## config.mk

```make
export PLATFORM = sky130hd
export DESIGN_NAME = ram_sp_sync
export DESIGN_NICKNAME = d
export VERILOG_FILES = /design/src/rtl/ram_pkg.sv /design/src/rtl/ram_init_seq.sv /design/src/rtl/ram_sp_sync.sv
export SDC_FILE = /design/constraint.sdc
export NUM_CORES = 1
export LEC_CHECK = 0
export ABC_AREA = 1
export CORE_UTILIZATION = 40
export DETAILED_ROUTE_END_ITERATION = 8
export MAX_ROUTING_LAYER = met4
export PLACE_DENSITY = 0.7
export SETUP_SLACK_MARGIN = 0.2
export SLEW_MARGIN = 20
export SYNTH_ARGS = -nofsm -noshare
export SYNTH_HDL_FRONTEND = slang
export SYNTH_HIERARCHICAL = 1
export SYNTH_SLANG_ARGS = --single-unit
```

## constraint.sdc

```tcl
create_clock -name clk -period 2 [get_ports clk]
set_clock_uncertainty 0.2 [all_clocks]
set_input_delay 0.6 -clock clk [delete_from_list [all_inputs] [get_ports clk]]
set_output_delay 0.6 -clock clk [all_outputs]
set_load 0.02 [all_outputs]
```

## src/rtl/ram_pkg.sv

```systemverilog
// Shared types and helpers for the synchronous single-port RAM.
// The FSM state type, the read-during-write encodings and the byte-lane merge live here.
package ram_pkg;

  typedef enum logic {
    ST_INIT,
    ST_IDLE
  } state_t;

  localparam int RDW_READ_FIRST  = 0;
  localparam int RDW_WRITE_FIRST = 1;

  // Widest word the merge helper handles; callers size-cast in and out of it.
  localparam int MERGE_MAX_WIDTH = 512;
  localparam int MERGE_MAX_BYTES = MERGE_MAX_WIDTH / 8;

  function automatic logic [MERGE_MAX_WIDTH-1:0] byte_merge(
    input logic [MERGE_MAX_WIDTH-1:0] oldWord,
    input logic [MERGE_MAX_WIDTH-1:0] newWord,
    input logic [MERGE_MAX_BYTES-1:0] be
  );
    logic [MERGE_MAX_WIDTH-1:0] merged;
    merged = oldWord;
    for (int i = 0; i < MERGE_MAX_BYTES; i++) begin
      if (be[i]) begin
        merged[8*i +: 8] = newWord[8*i +: 8];
      end
    end
    return merged;
  endfunction

endpackage

```

## src/rtl/ram_init_seq.sv

```systemverilog
// Post-reset sequencer: holds the RAM busy while an optional clear pass zeroes
// every word, then hands the port over to the user by raising ready.
module ram_init_seq
  import ram_pkg::*;
#(
  parameter int ADDR_WIDTH = 4,
  parameter int DEPTH      = 16,
  parameter int INIT_CLEAR = 1
) (
  input  logic                  clk,
  input  logic                  rst,
  output logic                  ready,
  output logic                  clr_we,
  output logic [ADDR_WIDTH-1:0] clr_addr
);

  localparam logic [ADDR_WIDTH-1:0] LAST_ADDR = ADDR_WIDTH'(DEPTH - 1);

  state_t                state;
  state_t                stateNext;
  logic [ADDR_WIDTH-1:0] clrCount;
  logic [ADDR_WIDTH-1:0] clrCountNext;

  always_ff @(posedge clk or posedge rst) begin
    if (rst) begin
      state    <= ST_INIT;
      clrCount <= '0;
    end else begin
      state    <= stateNext;
      clrCount <= clrCountNext;
    end
  end

  // The clear pass writes one zero word per cycle and leaves INIT right after the last address.
  always_comb begin
    stateNext    = state;
    clrCountNext = clrCount;
    ready        = 1'b0;
    clr_we       = 1'b0;
    clr_addr     = clrCount;
    case (state)
      ST_INIT: begin
        if (INIT_CLEAR != 0) begin
          clr_we = 1'b1;
          if (clrCount == LAST_ADDR) begin
            stateNext    = ST_IDLE;
            clrCountNext = '0;
          end else begin
            clrCountNext = clrCount + ADDR_WIDTH'(1);
          end
        end else begin
          stateNext = ST_IDLE;
        end
      end
      ST_IDLE: begin
        ready = 1'b1;
      end
      default: begin
        stateNext = ST_INIT;
      end
    endcase
  end

endmodule

```

## src/rtl/ram_sp_sync.sv

```systemverilog
// Synchronous single-port RAM with byte enables, 1- or 2-cycle read latency,
// selectable read-during-write behaviour and an optional post-reset clear pass.
module ram_sp_sync
  import ram_pkg::*;
#(
  parameter int ADDR_WIDTH = 4,
  parameter int DATA_WIDTH = 8,
  parameter int DEPTH      = 16,
  parameter int RD_LATENCY = 1,
  parameter int RDW_MODE   = 0,
  parameter int INIT_CLEAR = 1
) (
  input  logic                    clk,
  input  logic                    rst,
  input  logic                    cs,
  input  logic                    we,
  input  logic [DATA_WIDTH/8-1:0] be,
  input  logic [ADDR_WIDTH-1:0]   addr,
  input  logic [DATA_WIDTH-1:0]   wdata,
  output logic [DATA_WIDTH-1:0]   rdata,
  output logic                    rvalid,
  output logic                    err,
  output logic                    ready
);

  if (DATA_WIDTH % 8 != 0 || DATA_WIDTH < 8 || DATA_WIDTH > MERGE_MAX_WIDTH) begin : g_bad_width
    $fatal(1, "ram_sp_sync: DATA_WIDTH must be a non-zero multiple of 8 no wider than the merge helper");
  end
  if (DEPTH < 1 || DEPTH > (1 << ADDR_WIDTH)) begin : g_bad_depth
    $fatal(1, "ram_sp_sync: DEPTH must lie in 1 .. 2**ADDR_WIDTH");
  end
  if (RD_LATENCY != 1 && RD_LATENCY != 2) begin : g_bad_latency
    $fatal(1, "ram_sp_sync: RD_LATENCY must be 1 or 2");
  end
  if (RDW_MODE != RDW_READ_FIRST && RDW_MODE != RDW_WRITE_FIRST) begin : g_bad_rdw
    $fatal(1, "ram_sp_sync: RDW_MODE must be read-first or write-first");
  end

  localparam int                  AW1         = ADDR_WIDTH + 1;
  localparam logic [ADDR_WIDTH:0] DEPTH_LIMIT = AW1'(DEPTH);

  logic [DATA_WIDTH-1:0] mem [DEPTH];

  logic                  clrWe;
  logic [ADDR_WIDTH-1:0] clrAddr;
  logic                  accept;
  logic                  inRange;
  logic                  memWe;
  logic [ADDR_WIDTH-1:0] memAddr;
  logic [DATA_WIDTH-1:0] oldWord;
  logic [DATA_WIDTH-1:0] mergedWord;
  logic [DATA_WIDTH-1:0] memWdata;
  logic [DATA_WIDTH-1:0] respData;

  ram_init_seq #(
    .ADDR_WIDTH (ADDR_WIDTH),
    .DEPTH      (DEPTH),
    .INIT_CLEAR (INIT_CLEAR)
  ) u_init_seq (
    .clk      (clk),
    .rst      (rst),
    .ready    (ready),
    .clr_we   (clrWe),
    .clr_addr (clrAddr)
  );

  assign accept     = cs & ready;
  assign inRange    = {1'b0, addr} < DEPTH_LIMIT;
  assign oldWord    = inRange ? mem[addr] : '0;
  assign mergedWord = DATA_WIDTH'(byte_merge(MERGE_MAX_WIDTH'(oldWord),
                                             MERGE_MAX_WIDTH'(wdata),
                                             MERGE_MAX_BYTES'(be)));

  // ready is low for the whole clear pass, so the sequencer and the user never compete for the port.
  assign memWe    = clrWe | (accept & we & inRange);
  assign memAddr  = clrWe ? clrAddr : addr;
  assign memWdata = clrWe ? '0 : mergedWord;

  assign respData = !inRange                              ? '0         :
                    (we && RDW_MODE != RDW_READ_FIRST)    ? mergedWord :
                                                            oldWord;

  // The array has no reset: only the clear pass ever zeroes it.
  always_ff @(posedge clk) begin
    if (memWe) begin
      mem[memAddr] <= memWdata;
    end
  end

  logic                  s0Valid;
  logic                  s0Err;
  logic [DATA_WIDTH-1:0] s0Data;
  logic                  s1Valid;
  logic                  s1Err;
  logic [DATA_WIDTH-1:0] s1Data;

  // s0 snapshots the response at the accepting edge; s1 presents it one cycle later and holds it between pulses.
  always_ff @(posedge clk or posedge rst) begin
    if (rst) begin
      s0Valid <= 1'b0;
      s0Err   <= 1'b0;
      s0Data  <= '0;
      s1Valid <= 1'b0;
      s1Err   <= 1'b0;
      s1Data  <= '0;
    end else begin
      s0Valid <= accept;
      s0Err   <= accept & ~inRange;
      if (accept) begin
        s0Data <= respData;
      end
      s1Valid <= s0Valid;
      s1Err   <= s0Err;
      if (s0Valid) begin
        s1Data <= s0Data;
      end
    end
  end

  if (RD_LATENCY == 1) begin : g_lat1
    assign rdata  = s1Data;
    assign rvalid = s1Valid;
    assign err    = s1Err;
  end else begin : g_lat2
    logic                  s2Valid;
    logic                  s2Err;
    logic [DATA_WIDTH-1:0] s2Data;

    always_ff @(posedge clk or posedge rst) begin
      if (rst) begin
        s2Valid <= 1'b0;
        s2Err   <= 1'b0;
        s2Data  <= '0;
      end else begin
        s2Valid <= s1Valid;
        s2Err   <= s1Err;
        if (s1Valid) begin
          s2Data <= s1Data;
        end
      end
    end

    assign rdata  = s2Data;
    assign rvalid = s2Valid;
    assign err    = s2Err;
  end

endmodule

```

# Word-level counts from Yosys, hierarchy flattened
# Memories as Yosys holds them, arrays and structs flattened.
# Cells that the tools add are included.
# op_classes
add_sub_neg	1
eq_ne	1
mux	10
bitwise	3
# ops
cell	count
$mux W8	2
$mux W4	2
$mux W1	6
$add A4 B1 Y4 const B	1
$eq A4 B4 Y1 const B	1
$and A1 B1 Y1	2
$or A1 B1 Y1	1
# totals
register_bits	23
ram_bits	128
inputBits	17
output_inout_bits	11
wordCells	22
n_memories	1
# memory_table
memory	words	word_bits	rd	rd_ports_with_merged_regs	wr	line_no	rtl
mem	16	8	1	0	1	ram_sp_sync.sv:42	logic [DATA_WIDTH-1:0] mem [DEPTH];

# Longest topological paths before layout
# Gate-level depths: netlist of run 1.
# logic_depth
word_depth	6
ltp_mapped	10
mapped_depth_nobuf	9

# Hierarchy
# Netlist of run 1, hierarchy kept.
# modules_own_cells
mod	n_inst	cells_each	area_per_inst_um2	seq_area_each_um2
ram_sp_sync	1	639	6399.9	4294.1
ram_init_seq	1	28	234.0	125.1

# Least setup slack after synthesis of run 1
# Ideal clock, no wire load.
# synth_timing
path_type	in2reg
startpoint	input port addr[2]
endpoint	memory mem[3][0], enable pin
setup_ns	0.370
t_arrival_ns	1.645
required_ns	1.430
setup_slack_ns	-0.216
stages	6
path_buffers	1
path_cell_list	buf_2 > o21ai_0 > inv_2 > nor2_1 > nand2_1 > nor2_1
# synth_between
elab_chain_len	1
# synth_lines
element	line_no	rtl
start, declared	ram_sp_sync.sv:18	input logic [ADDR_WIDTH-1:0] addr,
$mux W4	ram_sp_sync.sv:76	assign memAddr = clrWe ? clrAddr : addr;
end, declared	ram_sp_sync.sv:42	
# Every way passes these cells.

# Final worst setup path of run 1
# layout_timing
startpoint	register u_init_seq.state
endpoint	memory mem[4][4], enable pin
# layout_between
elab_cells_between_ends	8
classes_between	mux: 5; bitwise: 3
# layout_lines
element	line_no	rtl
start, declared	ram_init_seq.sv:19	state_t state;
start signal, assigned	ram_init_seq.sv:29	state <= stateNext;
$mux W1	ram_init_seq.sv:41	case (state)
net clrWe	ram_sp_sync.sv:44	logic clrWe;
$or A1 B1 Y1	ram_sp_sync.sv:75	assign memWe = clrWe | (accept & we & inRange);
$mux W1	ram_sp_sync.sv:85	if (memWe) begin
$mux W1 (not written as such)	ram_sp_sync.sv:86	mem[memAddr] <= memWdata;
# The timed path passes the listed nets, and every way through them passes these cells.

==> metrics.txt, run 1 <==
Slowest cell on crit path=dfrtp_2; crit end category=flop; Slew Viols, Final=0; WP depth=8; Area Growth Syn to Fin=38.2%; P per Cell Area=approximately 820 nW/um^2; Site Rows=between 40 and 50; grt total ovfl=0; Post-Synthesis Mean Instance Area=around 10 sq um; Yosys Warn Count=6; max incr delay on CP=around 0.4 ns; buffer depth of the longest clock path=2; Post-Syn Instances=about 670; Worst-path clk slew=approximately 0.06 ns; largest net degree at the start of global routing=25; Synth Cell Area=6630 sq um; Placement Setup Slack=-0.629 ns; status=finished clean; Post-Syn Nets=~690; total power=about 7500 uW; CTS Root Cell=clkbuf_16; Crit Path Class=reg2reg; Hold Crit Class=in2async; Port Buffers=26; Sequential Area=around 4400 sq um; Placed Cells=948; initial DRC count=between 400 and 500; Hold Vio Cnt, Final=0; CORE AREA=16,100 sq um; Ant. Diodes=0; 1st-pass router iterations=5; Via density=around 5; vias in the first global route=a little under 5,000; Final setup viols=0; worst path cell trace=clkinv_4 -> buf_12 -> nand2_2 -> o21ai_4 -> nor2_1 -> nand2_4 -> nor2_4 -> buf_12; via count of the routed design=about 5,000; max cap viols=0; reg2reg setup slack=approximately 0.098 ns; CTS buffer count=17; most frequent CP cell=buf_12; RSZ-0062 raised after global routing=true; Reg-to-Reg Start=u_init_seq/state; minimum clock period=between 1.5 and 2 ns; switch share=around 23%; IO Count=28; CP top delay family=simple AND/OR/NAND/NOR gates; DR DRC count=0; Sink Count=around 150; Util after Layout=57.1%; Lkg Pwr=0.00398 uW; most common cell after layout, fill and taps aside=nand2_1; RR Endpoint=mem[4][4]; Multi-input gate area=2100 sq um; most frequent cells in the layout=nand2_1, edfxtp_1, nand3_1, inv_1, buf_4; filler-free cell count of the finished design=between 900 and 1,000; Worst EP arrival=approximately 1.8 ns; worst path required time=1.94 ns; starting density of the core=41.3%; Final Wtd Congestion=around 0.85; initial antenna violation count=0; Total Routed Length=17,700 um; switching power=1730 uW; proportion of power drawn by flip-flops and latches=47.2%; H-tree Lvls=4; reg2reg path depth=8; CTS tree=built; post-DR wirelength/cell=around 18 um; Worst Slack Setup Final=just under 0.1 ns; global-route wire length before repair=between 20,000 and 30,000 um; fraction of layout cells with a size suffix above 1=roughly a quarter; die area=~17,000 sq um; Nets=787; synth unique cells=23; DP Wirelength=10,600 um; crit start category=flop; Worst VDD drop=around 0.00066 V; CP Buf/Inv Count=3; Fill cells=~1,300; sequential share of the synthesized area=about two thirds; internal power=between 5000 and 6000 uW; CP Max Fanout=9; Die Wd=around 130 um; Max Clk Rate=roughly 530 MHz; latest clock arrival within the worst-skew pair=around 0.43 ns; clock network fraction of design power=between 40% and 50%; Routed Antenna Nets=0; Tot GR Track Use=between 20% and 30%; Comb power frac=about an eighth; DIE HEIGHT=about 130 um; Final period util=~95%; FF+latch count, synth=~150
==> final cells by class <==
class                           count  area share, %
Clock inverter                      5          0.328
Tap cell                          216           2.95
Clock buffer                       27           6.07
Sequential cell                   151           48.2
Inverter                           88           3.96
Multi-Input combinational cell    400           22.9
Timing Repair Buffer              111           15.6
==> what timing repair did <==
item                                    4_1_cts  5_1_grt
buffers inserted                             12        1
hold endpoints to repair                      0        0
hold buffers                                  0        0
pin swaps                                    21       13
endpoints found under the setup margin      274      260
resized for setup                            72       43
gates cloned                                  1        4
==> power groups by stage <==
stage,Sequential (uW),Clock [uW],Combinational (uW)
after floorplan,3650,0,387
after global placement,3620,0,807
after detailed placement,3630,0,814
after CTS,3560,3110,827
after global routing,3570,3250,966
final,3560,3090,898
==> cell families (layout without fill, tap and decap cells) <==
group / after synthesis / count (layout) / synth area share (%)
buf+inv: 116 / 231 / 7.58
fa+ha+maj: 1 / 1 / 0.189
flops: 151 / 151 / 66.6
mux: 8 / 8 / 1.36
xor+xnor: 1 / 1 / 0.132
other cells: 1 / 1 / 0.0565
simple gates: 384 / 384 / 23.7
compound gates: 5 / 5 / 0.377
==> worst register-to-register path, stage by stage (launching register included) <==
cell      delay, ns
dfrtp_2        0.39
clkinv_4       0.07
buf_12         0.15
nand2_2        0.08
o21ai_4        0.10
nor2_1         0.20
nand2_4        0.13
nor2_4         0.15
buf_12         0.14
==> through the flow <==
stage               setup TNS [ns]  instance area, sq um  hold slack (ns)
finish                           0                  9170            0.241
global placement           -141.69                  8100            0.263
detailed placement         -144.90                  8100            0.266
global route                     0                  9170            0.262
CTS                              0                  8920            0.244
floorplan                        0                  6940            0.152
==> worst max-delay path by stage <==
stage,start,to,slack (ns)
2_1_floorplan,u_init_seq/state,mem[1][0],0.02
3_3_place_gp,addr[1],mem[10][6],-0.62
3_5_place_dp,addr[1],mem[10][6],-0.63
4_1_cts,u_init_seq/state,mem[3][4],0.08
5_1_grt,u_init_seq/state,mem[4][3],0.04
6_report,u_init_seq/state,mem[4][4],0.1
==> state kept, by name, summed over array words and instances (netlist names) <==
signal and cells:
mem 128, rvalid 1, s0Data 8, u_init_seq/clr_addr 4
s0Valid 1, u_init_seq/state 1, rdata 8
==> synth_stat cells, drive strengths merged <==
| library cell | count | area (sq um) |
|---|---|---|
| nand2 | 253 | 955 |
| edfxtp | 128 | 3840 |
| nand3 | 92 | 460 |
| inv | 87 | 327 |
| nor2 | 35 | 131 |
| buf | 26 | 165 |
| dfrtp | 23 | 576 |
| mux2 | 8 | 90.1 |
| o21ai | 5 | 25.0 |
| or2 | 3 | 18.8 |
| clkbuf | 2 | 7.51 |
| clkinv | 1 | 3.75 |
| conb | 1 | 3.75 |
| ha | 1 | 12.5 |
| nand4 | 1 | 6.26 |
| xor2 | 1 | 8.76 |
==> per-layer routing <==
layer / up-vias / GRT usage [%] / share of wire [%]
met5: - / - / 0
met4: 0 / 10.4 / 3.2
met3: 41 / 4.64 / 7.0
met2: 194 / 35.0 / 50
met1: 2412 / 26.4 / 40
li1: 2362 / - / -
Note: power is estimated with default switching activity, not from simulation.
==> inputs of run 2 (changes only) <==
--- a/config.mk
+++ b/config.mk
@@ -6,6 +6,7 @@
 export NUM_CORES = 1
 export LEC_CHECK = 0
 export ABC_AREA = 1
+export CORE_ASPECT_RATIO = 1.1
 export CORE_UTILIZATION = 40
 export DETAILED_ROUTE_END_ITERATION = 8
 export MAX_ROUTING_LAYER = met4
==> run 2 against run 1 <==
Effect of this change:
- the run now ends with DRC left
- setup slack got worse by 0.087 ns
- clock power shrank 3%
- die area about the same
- cell count fell by 1.2%
- fmax fell by 4.4%
- total power fell by 0.66%
- sequential power about the same
==> metrics.txt, run 2 (synthesis results as in run 1) <==
Util after Layout=56.3% (-0.76 points); max incr delay on CP=0.44 ns (+0.05 ns); Max Clk Rate=503 MHz (-4.4%); worst path cell trace=clkinv_4 -> inv_4 -> or2_4 -> o21ai_4 -> inv_2 -> nor2_4 -> nand2_4 -> nor2_4; latest clock arrival within the worst-skew pair=0.43 ns (about the same); minimum clock period=1.99 ns (+0.0868 ns); DIE HEIGHT=137 um (+4.8%); global-route wire length before repair=26,300 um (+0.74%); Port Buffers=26 (unchanged); fin area=9190 sq um (+0.20%); H-tree Lvls=4 (unchanged); Min Hold Slack=0.218 ns (-0.0225 ns); Routed Antenna Nets=0 (unchanged); WP depth=8 (unchanged); P per Cell Area=816 nW/um^2 (-0.87%); CP Max Fanout=8 (-1); hold bufs inserted after CTS=0 (unchanged); RR Endpoint=mem[1][4]; Site Rows=49 (+6.5%); Lkg Pwr=0.00398 uW (about the same); initial antenna violation count=0 (unchanged); post-DR wirelength/cell=18.5 um (+4.2%); Via density=5.19 (+3.4%); CTS Root Cell=clkbuf_16; Hold Crit Class=in2async; total power=7500 uW (-0.66%); most frequent cells in the layout=nand2_1, edfxtp_1, inv_1, nand3_1, buf_4; Worst-path clk slew=0.06 ns (about the same); max cap viols=0 (unchanged); Final Wtd Congestion=0.884 (+3.5%); setup TNS=0 ns (unchanged); Hold Vio Cnt, Final=0 (unchanged); Tot GR Track Use=21.6% (-0.24 points); crit start category=flop; fraction of layout cells with a size suffix above 1=28.8% (+2.3 points); CP Buf/Inv Count=3 (unchanged); DR DRC count=13 (+13); worst path required time=1.91 ns (-0.03 ns); vias in the first global route=4,776 (-1.4%); buffer depth of the longest clock path=2 (unchanged); Final period util=99.4% (+4.3 points); crit end category=flop; most common cell after layout, fill and taps aside=nand2_1; Nets=787 (unchanged); failing checks=DRC; DP Wirelength=10,800 um (+2.0%); status=complete, but fails checks; CTS buffer count=17 (unchanged); Slowest cell on crit path=dfrtp_2; grt total ovfl=0 (unchanged); end of the critical path=mem[1][4]; Sink Count=151 (unchanged); Slew Viols, Final=0 (unchanged); CTS tree=built; Die Wd=125 um (-4.6%); CORE AREA=16,300 sq um (+1.6%); largest net degree at the start of global routing=27 (+8.0%); RSZ-0062 raised after global routing=true; max reg flops=128 (unchanged); die area=17,100 sq um (about the same); via count of the routed design=5,119 (+2.2%); Worst VDD drop=0.000636 V (-3.0%); initial DRC count=525 (+14%); Worst EP arrival=1.90 ns (+0.06 ns); Reg with most FFs=mem; reg2reg setup slack=0.01 ns (-0.09 ns); reg2reg path depth=8 (unchanged); Ant. Diodes=0 (unchanged); starting density of the core=40.7% (-0.63 points); CP top delay family=simple AND/OR/NAND/NOR gates; 1st-pass router iterations=7 (+2); dpl cell area=7950 sq um (-1.9%); Reg-to-Reg Start=u_init_seq/state; Total Routed Length=18,200 um (+2.9%); Final setup viols=0 (unchanged); Crit Path Class=reg2reg; Worst setup startpoint=u_init_seq/state; Area Growth Syn to Fin=38.5%; most frequent CP cell=nor2_4; IO Count=28 (unchanged)
## run 2: cell types whose count changed in the layout (fill, tap and decap cells not counted), sizes merged
cell,previous run,this run
clkbuf,31,23
clkinvlp,1,5
clkinv,4,7
buf,94,92
bufinv,0,1
clkdlybuf4s50,10,11
dlygate4sd2,2,3
dlymetal6s2s,1,0
inv,88,89
## run 2: per-layer routing
metal	part of all wire, %	up-vias	global-route usage (%)	wire (um)
li1	-	2353	-	-
met1	40	2431	26.5	7320
met2	47	275	34.0	8540
met3	8.3	60	4.73	1510
met4	4.6	0	11.1	840
met5	0	-	-	0
## run 2: power by group
group | total (uW) | leakage, uW | internal, uW | switching [uW]
clock network | 2990 | 0.000257 | 1710 | 1280
registers | 3560 | 0.00143 | 3530 | 32.2
logic | 947 | 0.00229 | 403 | 543
## run 2: how the worst min path moves through the flow
stage,start,to,slack [ns],depth (start not counted)
5_1_grt,rst,u_init_seq/clr_addr[0],0.24,2
4_1_cts,rst,u_init_seq/clr_addr[0],0.22,2
6_report,rst,u_init_seq/clr_addr[0],0.22,2
3_3_place_gp,s0Data[3],s0Data[3],0.26,2
2_1_floorplan,s0Valid,rvalid,0.15,0
3_5_place_dp,s0Data[3],s0Data[3],0.26,2
## run 2: worst reg2reg max path: cells and delay by family, from the launching register on
family	cells	cell delay, ns
buf+inv	3	0.20
simple gates	4	0.74
flops	1	0.44
compound gates	1	0.08
## run 2: per-stage QoR
step / setup WS (ns) / cells
final: 0.0111 / 986
after global routing: -0.0447 / 986
after CTS: 0.0384 / 976
after detailed placement: -0.577 / 928
after global placement: -0.579 / 928
after floorplan: 0.0194 / 667
## run 2: layout make-up
class                           instances  area, sq um
Fill cell                            1274         7120
Timing Repair Buffer                  111         1430
Multi-Input combinational cell        400         2150
Inverter                               88          370
Clock inverter                         14          125
Clock buffer                           18          429
Sequential cell                       151         4420
Tap cell                              204          255
## run 2: timing repair
action / CTS / global route
cloned: 1 / 5
resized for setup: 81 / 50
buffers inserted: 15 / 5
pin swaps: 21 / 19
setup endpoints to repair: 274 / 259
